[config.mk]
export PLATFORM = sky130hd
export DESIGN_NAME = key_sync_loader
export DESIGN_NICKNAME = d
export VERILOG_FILES = /design/src/rtl/aes_pkg.sv /design/src/rtl/key_sync_loader.sv
export SDC_FILE = /design/constraint.sdc
export NUM_CORES = 1
export LEC_CHECK = 0
export ABC_CLOCK_PERIOD_IN_PS = 2200
export CORE_MARGIN = 3
export CORE_UTILIZATION = 54
export CTS_CLUSTER_DIAMETER = 150
export DETAILED_ROUTE_END_ITERATION = 6
export PLACE_DENSITY = 0.79
export SLEW_MARGIN = 5
export SYNTH_ARGS = -nofsm -noshare
export SYNTH_HDL_FRONTEND = slang
export SYNTH_SLANG_ARGS = --single-unit
[constraint.sdc]
create_clock -name clk -period 2.2 [get_ports clk]
set_input_delay 0.33 -clock clk [delete_from_list [all_inputs] [get_ports clk]]
set_output_delay 0.33 -clock clk [all_outputs]
set_load 0.1 [all_outputs]
[src/rtl/aes_pkg.sv]
// Shared AES definitions: block size and the key/sync loader state encoding.
package aes_pkg;

    localparam int unsigned AES_BLOCK_BYTES = 16;

    typedef enum logic [1:0] {
        IDLE    = 2'd0,
        COLLECT = 2'd1,
        PRESENT = 2'd2,
        DROP    = 2'd3
    } loader_state_e;

endpackage : aes_pkg

[src/rtl/key_sync_loader.sv]
// Deserializes one streamed packet into a 128-bit key and 128-bit sync and
// presents them on a one-deep valid/rdy handshake to the key/sync consumer.
module key_sync_loader
    import aes_pkg::*;
#(
    parameter int unsigned IN_WIDTH_IN_BYTES   = 4,
    parameter int unsigned DATA_WIDTH_IN_BYTES = AES_BLOCK_BYTES
) (
    input  logic                                 clk,
    input  logic                                 rst_n,
    input  logic [IN_WIDTH_IN_BYTES*8-1:0]       in_data,
    input  logic                                 in_valid,
    input  logic                                 in_sop,
    input  logic                                 in_eop,
    input  logic [$clog2(IN_WIDTH_IN_BYTES):0]   in_empty,
    output logic                                 in_rdy,
    output logic [DATA_WIDTH_IN_BYTES*8-1:0]     key,
    output logic [DATA_WIDTH_IN_BYTES*8-1:0]     sync,
    output logic                                 out_valid,
    input  logic                                 out_rdy,
    output logic                                 err_pkt
);

    localparam int unsigned IN_W    = IN_WIDTH_IN_BYTES * 8;
    localparam int unsigned DATA_W  = DATA_WIDTH_IN_BYTES * 8;
    localparam int unsigned SHREG_W = 2 * DATA_W;
    localparam int unsigned WORDS   = (2 * DATA_WIDTH_IN_BYTES) / IN_WIDTH_IN_BYTES;
    localparam int unsigned CNT_W   = $clog2(WORDS) + 1;
    localparam int unsigned EMPTY_W = $clog2(IN_WIDTH_IN_BYTES) + 1;

    loader_state_e        state;
    logic [SHREG_W-1:0]   shreg;
    logic [CNT_W-1:0]     cnt;

    logic                 accept_c;
    logic                 last_c;
    logic                 full_eop_c;
    logic [SHREG_W-1:0]   shifted_c;

    // Word handshake and the shift-register view including the incoming word.
    assign accept_c   = in_valid && in_rdy;
    assign shifted_c  = {shreg[SHREG_W-IN_W-1:0], in_data};
    assign last_c     = (cnt + CNT_W'(1)) == CNT_W'(WORDS);
    assign full_eop_c = in_eop && (in_empty == EMPTY_W'(0));

    // Loader FSM: collects WORDS words, presents the pair, flags malformed packets.
    always_ff @(posedge clk or negedge rst_n) begin
        if (!rst_n) begin
            state     <= IDLE;
            shreg     <= '0;
            cnt       <= '0;
            key       <= '0;
            sync      <= '0;
            out_valid <= 1'b0;
            in_rdy    <= 1'b1;
            err_pkt   <= 1'b0;
        end else begin
            err_pkt <= 1'b0;
            case (state)
                IDLE: begin
                    if (accept_c) begin
                        if (!in_sop) begin
                            // Stray word outside a packet.
                            err_pkt <= 1'b1;
                        end else if (in_eop) begin
                            // Single-word packet can never hold a full pair.
                            err_pkt <= 1'b1;
                        end else begin
                            shreg <= shifted_c;
                            cnt   <= CNT_W'(1);
                            state <= COLLECT;
                        end
                    end
                end

                COLLECT: begin
                    if (accept_c) begin
                        if (in_sop) begin
                            // Restart: older words fall off the top as new ones arrive.
                            err_pkt <= 1'b1;
                            shreg   <= shifted_c;
                            cnt     <= CNT_W'(1);
                            if (in_eop) begin
                                state <= IDLE;
                            end
                        end else if (last_c) begin
                            if (full_eop_c) begin
                                key       <= shifted_c[SHREG_W-1:DATA_W];
                                sync      <= shifted_c[DATA_W-1:0];
                                out_valid <= 1'b1;
                                in_rdy    <= 1'b0;
                                state     <= PRESENT;
                            end else if (in_eop) begin
                                err_pkt <= 1'b1;
                                state   <= IDLE;
                            end else begin
                                err_pkt <= 1'b1;
                                state   <= DROP;
                            end
                            cnt <= '0;
                        end else if (in_eop) begin
                            err_pkt <= 1'b1;
                            cnt     <= '0;
                            state   <= IDLE;
                        end else begin
                            shreg <= shifted_c;
                            cnt   <= cnt + CNT_W'(1);
                        end
                    end
                end

                PRESENT: begin
                    if (out_rdy) begin
                        out_valid <= 1'b0;
                        in_rdy    <= 1'b1;
                        state     <= IDLE;
                    end
                end

                DROP: begin
                    // Tail of an over-long packet; already flagged once.
                    if (accept_c && in_eop) begin
                        state <= IDLE;
                    end
                end

                default: begin
                    out_valid <= 1'b0;
                    in_rdy    <= 1'b1;
                    state     <= IDLE;
                end
            endcase
        end
    end

endmodule : key_sync_loader

==> results.py, run 1 <==
metrics = {
    "clocking": {
        "cts_hold_buf": 1,
        "cts-root-buf": "clkbuf_16",
        "numCtsBuffers": 48,
        "clk_pin_slew_worst_paths_ns": 0.06,
        "cts_setup_buffers": 0,
        "clkSinkCount": 489,
        "cts_resized": 0,
        "cts_max_path_buffers": 3,
        "cts_tree": "done",
        "cts-htree-levels": 2,
        "clk_latency_ns": 0.57,
    },
    "final_layout": {
        "antenna_cells": 0,
        "final_area_um2": 26000,
        "nets": 1984,
        "drive_gt1_frac": 0.367,
        "fillCellCount": 2372,
        "final_cell_mix": "488 x dfrtp_1, 329 x buf_4, 229 x nand2_1, 225 x nand3_1, 224 x o22ai_1",
        "area_growth_pct": 27.7,
        "final_core_util": 0.706,
        "final_common_cell": "dfrtp_1",
    },
    "critical_path": {
        "cp.arrival_ns": 2.47,
        "crit_required_ns": 2.64,
        "critPathCaptureType": "flop",
        "reg2reg_from": "cnt[0]",
        "setup.worst_path.class": "reg -> reg",
        "crit_path_start": "cnt[0]",
        "cp-start-kind": "flop",
        "critical_path.max_fanout": 22,
    },
    "pwr": {
        "power.total_uw": 18600,
        "net-switching-power_uw": 3820,
        "internal-power_uw": 14800,
        "ir_drop_uv": 499,
        "combPwrFrac": 0.023,
        "p_sw_frac": 0.205,
        "p_seq_frac": 0.482,
        "p_leak_uw": 0.0132,
        "p_per_area_nw_per_um2": 716,
        "p_clk_frac": 0.494,
    },
    "yosys": {
        "syn-num-nets": 1663,
        "synth_area_leaders": "dfrtp_1 60%, mux2_4 15%, o22ai_1 6.9%",
        "yosysWarnings": 0,
        "synth-seq-cells": 489,
        "postSynthCellCount": 1621,
        "syn_area_per_cell_um2": 12.6,
        "ys_dominant_reg_cell": "dfrtp_1",
        "syn_area_um2": 20400,
        "synth_edf_count": 0,
        "synth_top_area_frac": 0.599,
        "synth_top_cell_by_area": "dfrtp_1",
        "yosysSeqAreaShare": 0.600,
        "async_reset_ff_frac": 1.00,
        "ys_types": 38,
    },
    "route": {
        "vias": 14500,
        "drt_pass1_iterations": 5,
        "wire_per_inst_um": 21.1,
        "wirelength_um": 52300,
        "drt_iter0_drc": 1234,
        "via_per_inst": 5.85,
        "postRouteAntennaNets": 0,
        "drc_errors": 0,
    },
    "floorplanning": {
        "start_util": 0.553,
        "pin_count": 300,
        "coreArea_um2": 36900,
        "die_h_um": 200,
        "die_area_um2": 40100,
        "fp.dieW_um": 200,
        "rows": 70,
    },
    "placement": {
        "dp_hpwl_um": 35100,
        "gp_congestion": 0.811,
        "place_area_um2": 24200,
        "io_buffers": 299,
    },
    "timing": {
        "clock.fmax_ghz": 0.494,
        "tightest_slew_ns": 0.636,
        "maxSlewHeadroom": 0.576,
        "fin_crit_ns": 2.03,
        "hold_viol": 0,
        "finalSetupTns_ns": 0,
        "setup_viol": 0,
        "slew_violations": 0,
        "rsz0062_at_grt": "no",
        "fin_skew_ns": 0.0167,
        "finalCritPeriodShare": 0.921,
    },
    "grt": {
        "overflow": 0,
        "grt_pass1_vias": 14600,
        "grt_usage": 0.255,
        "grt_antenna_before_repair": 0,
        "grt_pass1_wl_um": 83900,
        "grt_max_degree": 70,
    },
    "flow_run": {
        "cap_violations": 0,
    },
    "status": {
        "status": "complete, no violations",
    },
    "hold_path": {
        "hp-class": "in -> async",
    },
}
-- power groups by stage --
stage / clock network [uW] / registers, uW / logic [uW]
after global routing: 9710 / 8980 / 484
after detailed placement: 0 / 9160 / 442
after CTS: 9330 / 8990 / 446
after global placement: 0 / 9160 / 434
final: 9210 / 8990 / 435
after floorplan: 0 / 9160 / 63.7
-- registers in the layout (all words and copies together) (netlist names) --
register,count
cnt,4
err_pkt,1
in_rdy,1
key,128
out_valid,1
shreg,224
state,2
sync,128
-- cell type report --
class,instances,area [um^2],share of cell area
Clock inverter,26,437,0.0168
Inverter,3,11.3,0.000432
Timing Repair Buffer,423,3950,0.152
Multi-Input combinational cell,977,7410,0.285
Tap cell,504,631,0.0242
Sequential cell,489,12200,0.470
Clock buffer,61,1360,0.0523
-- cells by family (layout without fill, tap and decap cells) --
logic type | after synthesis | in the layout | synth area share
DFF | 489 | 489 | 0.600
adders and majority gates | 1 | 1 | 0.000613
muxes | 256 | 256 | 0.180
buffers and inverters | 155 | 513 | 0.0390
AOI/OAI and AO/OA | 243 | 243 | 0.0754
and+or+nand+nor | 477 | 477 | 0.105
-- cell usage after synthesis, drive strengths merged, types with 2 or more instances --
master and n:
dfrtp 488, mux2 256, nand2 229, nand3 227, o22ai 224, clkbuf 95
buf 57, nor2 6, o21ai 6, a22o 4, nand2b 4, inv 3
nor2b 3, a21oi 2
-- worst paths after layout --
check | to | slack (ns) | depth (start not counted)
max in group asynchronous | in_rdy | 1.05 | 3
worst min register to register | key[124] | 0.50 | 1
min in group clk | shreg[26] | 0.39 | 3
worst min-delay path | key[125] | 0.35 | 2
worst max-delay path | key[93] | 0.17 | 7
worst max register to register | key[93] | 0.17 | 7
-- per-stage QoR --
step                      hold WS (ns)  cells  worst slack, ns
after floorplan                 0.0344   1621           0.0343
after global placement           0.361   2395           -0.193
after detailed placement         0.360   2395           -0.216
after CTS                        0.367   2483            0.164
after global routing             0.392   2483           0.0437
final                            0.351   2483            0.174
-- critical path: stages, from the launching register on --
cell and delay, ns:
dfrtp_1 0.44, ha_1 0.21, nand2_1 0.07, a21oi_2 0.30, nand3_4 0.16, buf_12 0.21
buf_4 0.19, mux2_4 0.31
-- layer usage --
layer | track usage | vias to the layer above | routed length [um] | share of wire
li1 | - | 6451 | - | -
met1 | 0.376 | 7377 | 22900 | 0.44
met2 | 0.399 | 638 | 24600 | 0.47
met3 | 0.0533 | 65 | 4010 | 0.077
met4 | 0.0524 | 0 | 803 | 0.015
met5 | 0 | - | 0 | 0
(Power assumes the default switching activity.)
==> inputs of run 2 (changes only) <==
CAP_MARGIN = 25   (was not set)
PLACE_DENSITY = 0.75   (was 0.79)
==> run 2 against run 1 <==
  * The run now ends with design-rule violations left
  * Sequential power about the same
  * Largest cell class unchanged
  * Clock skew fell by 0.0052 ns
  * Critical path type unchanged
  * Register-to-register slack worse by 0.04 ns
  * Non-clock buffer count fell by 10
  * Global-route usage is 0.062 points lower
  * Routed wire length decreased by 1.2%
  * Hold slack lost 0.021 ns
  * Critical path depth unchanged
==> results.py, run 2 (synthesis results as in run 1) <==
metrics = {
    "status": {
        "status": "finished with violations",
        "violations": "design-rule violations",
    },
    "clocking": {
        "cts_max_path_buffers": 3,
        "clkSinkCount": 489,
        "cts_setup_buffers": 0,
        "cts-htree-levels": 2,
        "cts_hold_buf": 1,
        "clk_latency_ns": 0.55,
        "cts-root-buf": "clkbuf_16",
        "cts_tree": "done",
        "clk_pin_slew_worst_paths_ns": 0.06,
        "cts_resized": 0,
        "numCtsBuffers": 49,
    },
    "placement": {
        "gp_congestion": 0.800,
        "post-place-cells": 2385,
        "dp_slack_ns": -0.244,
        "io_buffers": 299,
        "dp_hpwl_um": 34600,
        "place_area_um2": 24000,
    },
    "floorplanning": {
        "rows": 70,
        "coreArea_um2": 36900,
        "die_h_um": 200,
        "pin_count": 300,
        "die_area_um2": 40100,
        "start_util": 0.553,
        "fp.dieW_um": 200,
    },
    "final_layout": {
        "drive_gt1_frac": 0.362,
        "final_core_util": 0.696,
        "multi_input_area_um2": 7410,
        "final_common_cell": "dfrtp_1",
        "instances_no_fill": 2475,
        "final_cell_mix": "488 x dfrtp_1, 328 x buf_4, 229 x nand2_1, 225 x nand3_1, 224 x o22ai_1",
        "nets": 1975,
        "seq_area_um2": 12200,
        "largest_reg_flops": 224,
        "top_regs": "shreg: 224 flops, key: 128 flops, sync: 128 flops",
        "final_area_um2": 25700,
        "antenna_cells": 0,
        "top_register": "shreg",
        "fillCellCount": 2570,
        "area_growth_pct": 25.9,
    },
    "timing": {
        "hold_viol": 0,
        "finalCritPeriodShare": 0.940,
        "rsz0062_at_grt": "no",
        "fin_crit_ns": 2.07,
        "fin_skew_ns": 0.0115,
        "worst_slack_ns": 0.132,
        "holdWs_ns": 0.331,
        "slew_violations": 0,
        "setup_viol": 0,
        "maxSlewHeadroom": 0.638,
        "tightest_slew_ns": 0.544,
        "clock.fmax_ghz": 0.484,
    },
    "grt": {
        "grt_usage": 0.255,
        "grt_antenna_before_repair": 0,
        "grt_pass1_wl_um": 84400,
        "grt_pass1_vias": 14700,
        "overflow": 0,
        "grt_max_degree": 79,
    },
    "route": {
        "drt_iter0_drc": 1119,
        "top_layer": "met4",
        "drt_pass1_iterations": 7,
        "vias": 14400,
        "wire_per_inst_um": 20.9,
        "via_per_inst": 5.80,
        "drc_errors": 2,
        "wl_met1_um": 23100,
        "wl_met3_um": 3440,
        "postRouteAntennaNets": 0,
        "wirelength_um": 51700,
        "routed-wl-met2_um": 24200,
    },
    "critical_path": {
        "crit_chain": "ha_1 > nand2_1 > a21oi_2 > nand3_4 > buf_12 > buf_4 > mux2_1",
        "cp.arrival_ns": 2.50,
        "setup.worst_path.class": "reg -> reg",
        "r2r_slack_ns": 0.13,
        "rr_endpoint": "sync[126]",
        "cpPeakStageDelay_ns": 0.44,
        "critPathCaptureType": "flop",
        "critPathCapture": "sync[126]",
        "r2r_cells": 7,
        "slowest_stage": "dfrtp_1",
        "crit_required_ns": 2.63,
        "cp-start-kind": "flop",
        "crit_path_start": "cnt[0]",
        "reg2reg_from": "cnt[0]",
        "critical_path.max_fanout": 16,
    },
    "pwr": {
        "p_per_area_nw_per_um2": 687,
        "p_leak_uw": 0.0130,
        "ir_drop_uv": 506,
    },
    "flow_run": {
        "cap_violations": 0,
    },
    "hold_path": {
        "hp-class": "in -> async",
    },
}
## run 2: critical path, delay by kind of cell (launching register included)
kind                       cells  cell delay (ns)
DFF                            1             0.44
and+or+nand+nor                2             0.25
muxes                          1             0.33
AOI/OAI and AO/OA              1             0.31
buffers and inverters          2             0.39
adders and majority gates      1             0.21
## run 2: worst min-delay path by stage
stage / from / endpoint / slack (ns) / depth (start not counted)
floorplan: rst_n / cnt[0] / 0.03 / 0
finish: rst_n / key[1] / 0.33 / 2
global route: rst_n / key[0] / 0.36 / 2
detailed placement: rst_n / shreg[204] / 0.32 / 1
CTS: rst_n / key[1] / 0.33 / 2
global placement: rst_n / key[0] / 0.31 / 1
## run 2: per-stage QoR
stage | TNS, ns | total power [uW]
after floorplan | 0 | 9220
after global placement | -46.76 | 9570
after detailed placement | -51.98 | 9580
after CTS | 0 | 17800
after global routing | 0 | 18200
final | 0 | 17600
## run 2: cell type report
type / instances / area share
flip-flops and latches: 489 / 0.477
multi-input cells: 977 / 0.289
repair buffers: 413 / 0.146
clock buffers: 75 / 0.0591
well taps: 504 / 0.0246
clock inverters: 14 / 0.00395
inverters: 3 / 0.000439
## run 2: layer usage
layer,track usage,vias up
li1,-,6435
met1,0.380,7312
met2,0.395,541
met3,0.0489,63
met4,0.0527,0
met5,0,-
## run 2: report_power, final
group | leakage [uW] | switching [uW] | total, uW | internal (uW)
sequential | 0.00683 | 0 | 8990 | 8990
clock | 0.000809 | 3380 | 8230 | 4850
combinational | 0.00537 | 286 | 409 | 123
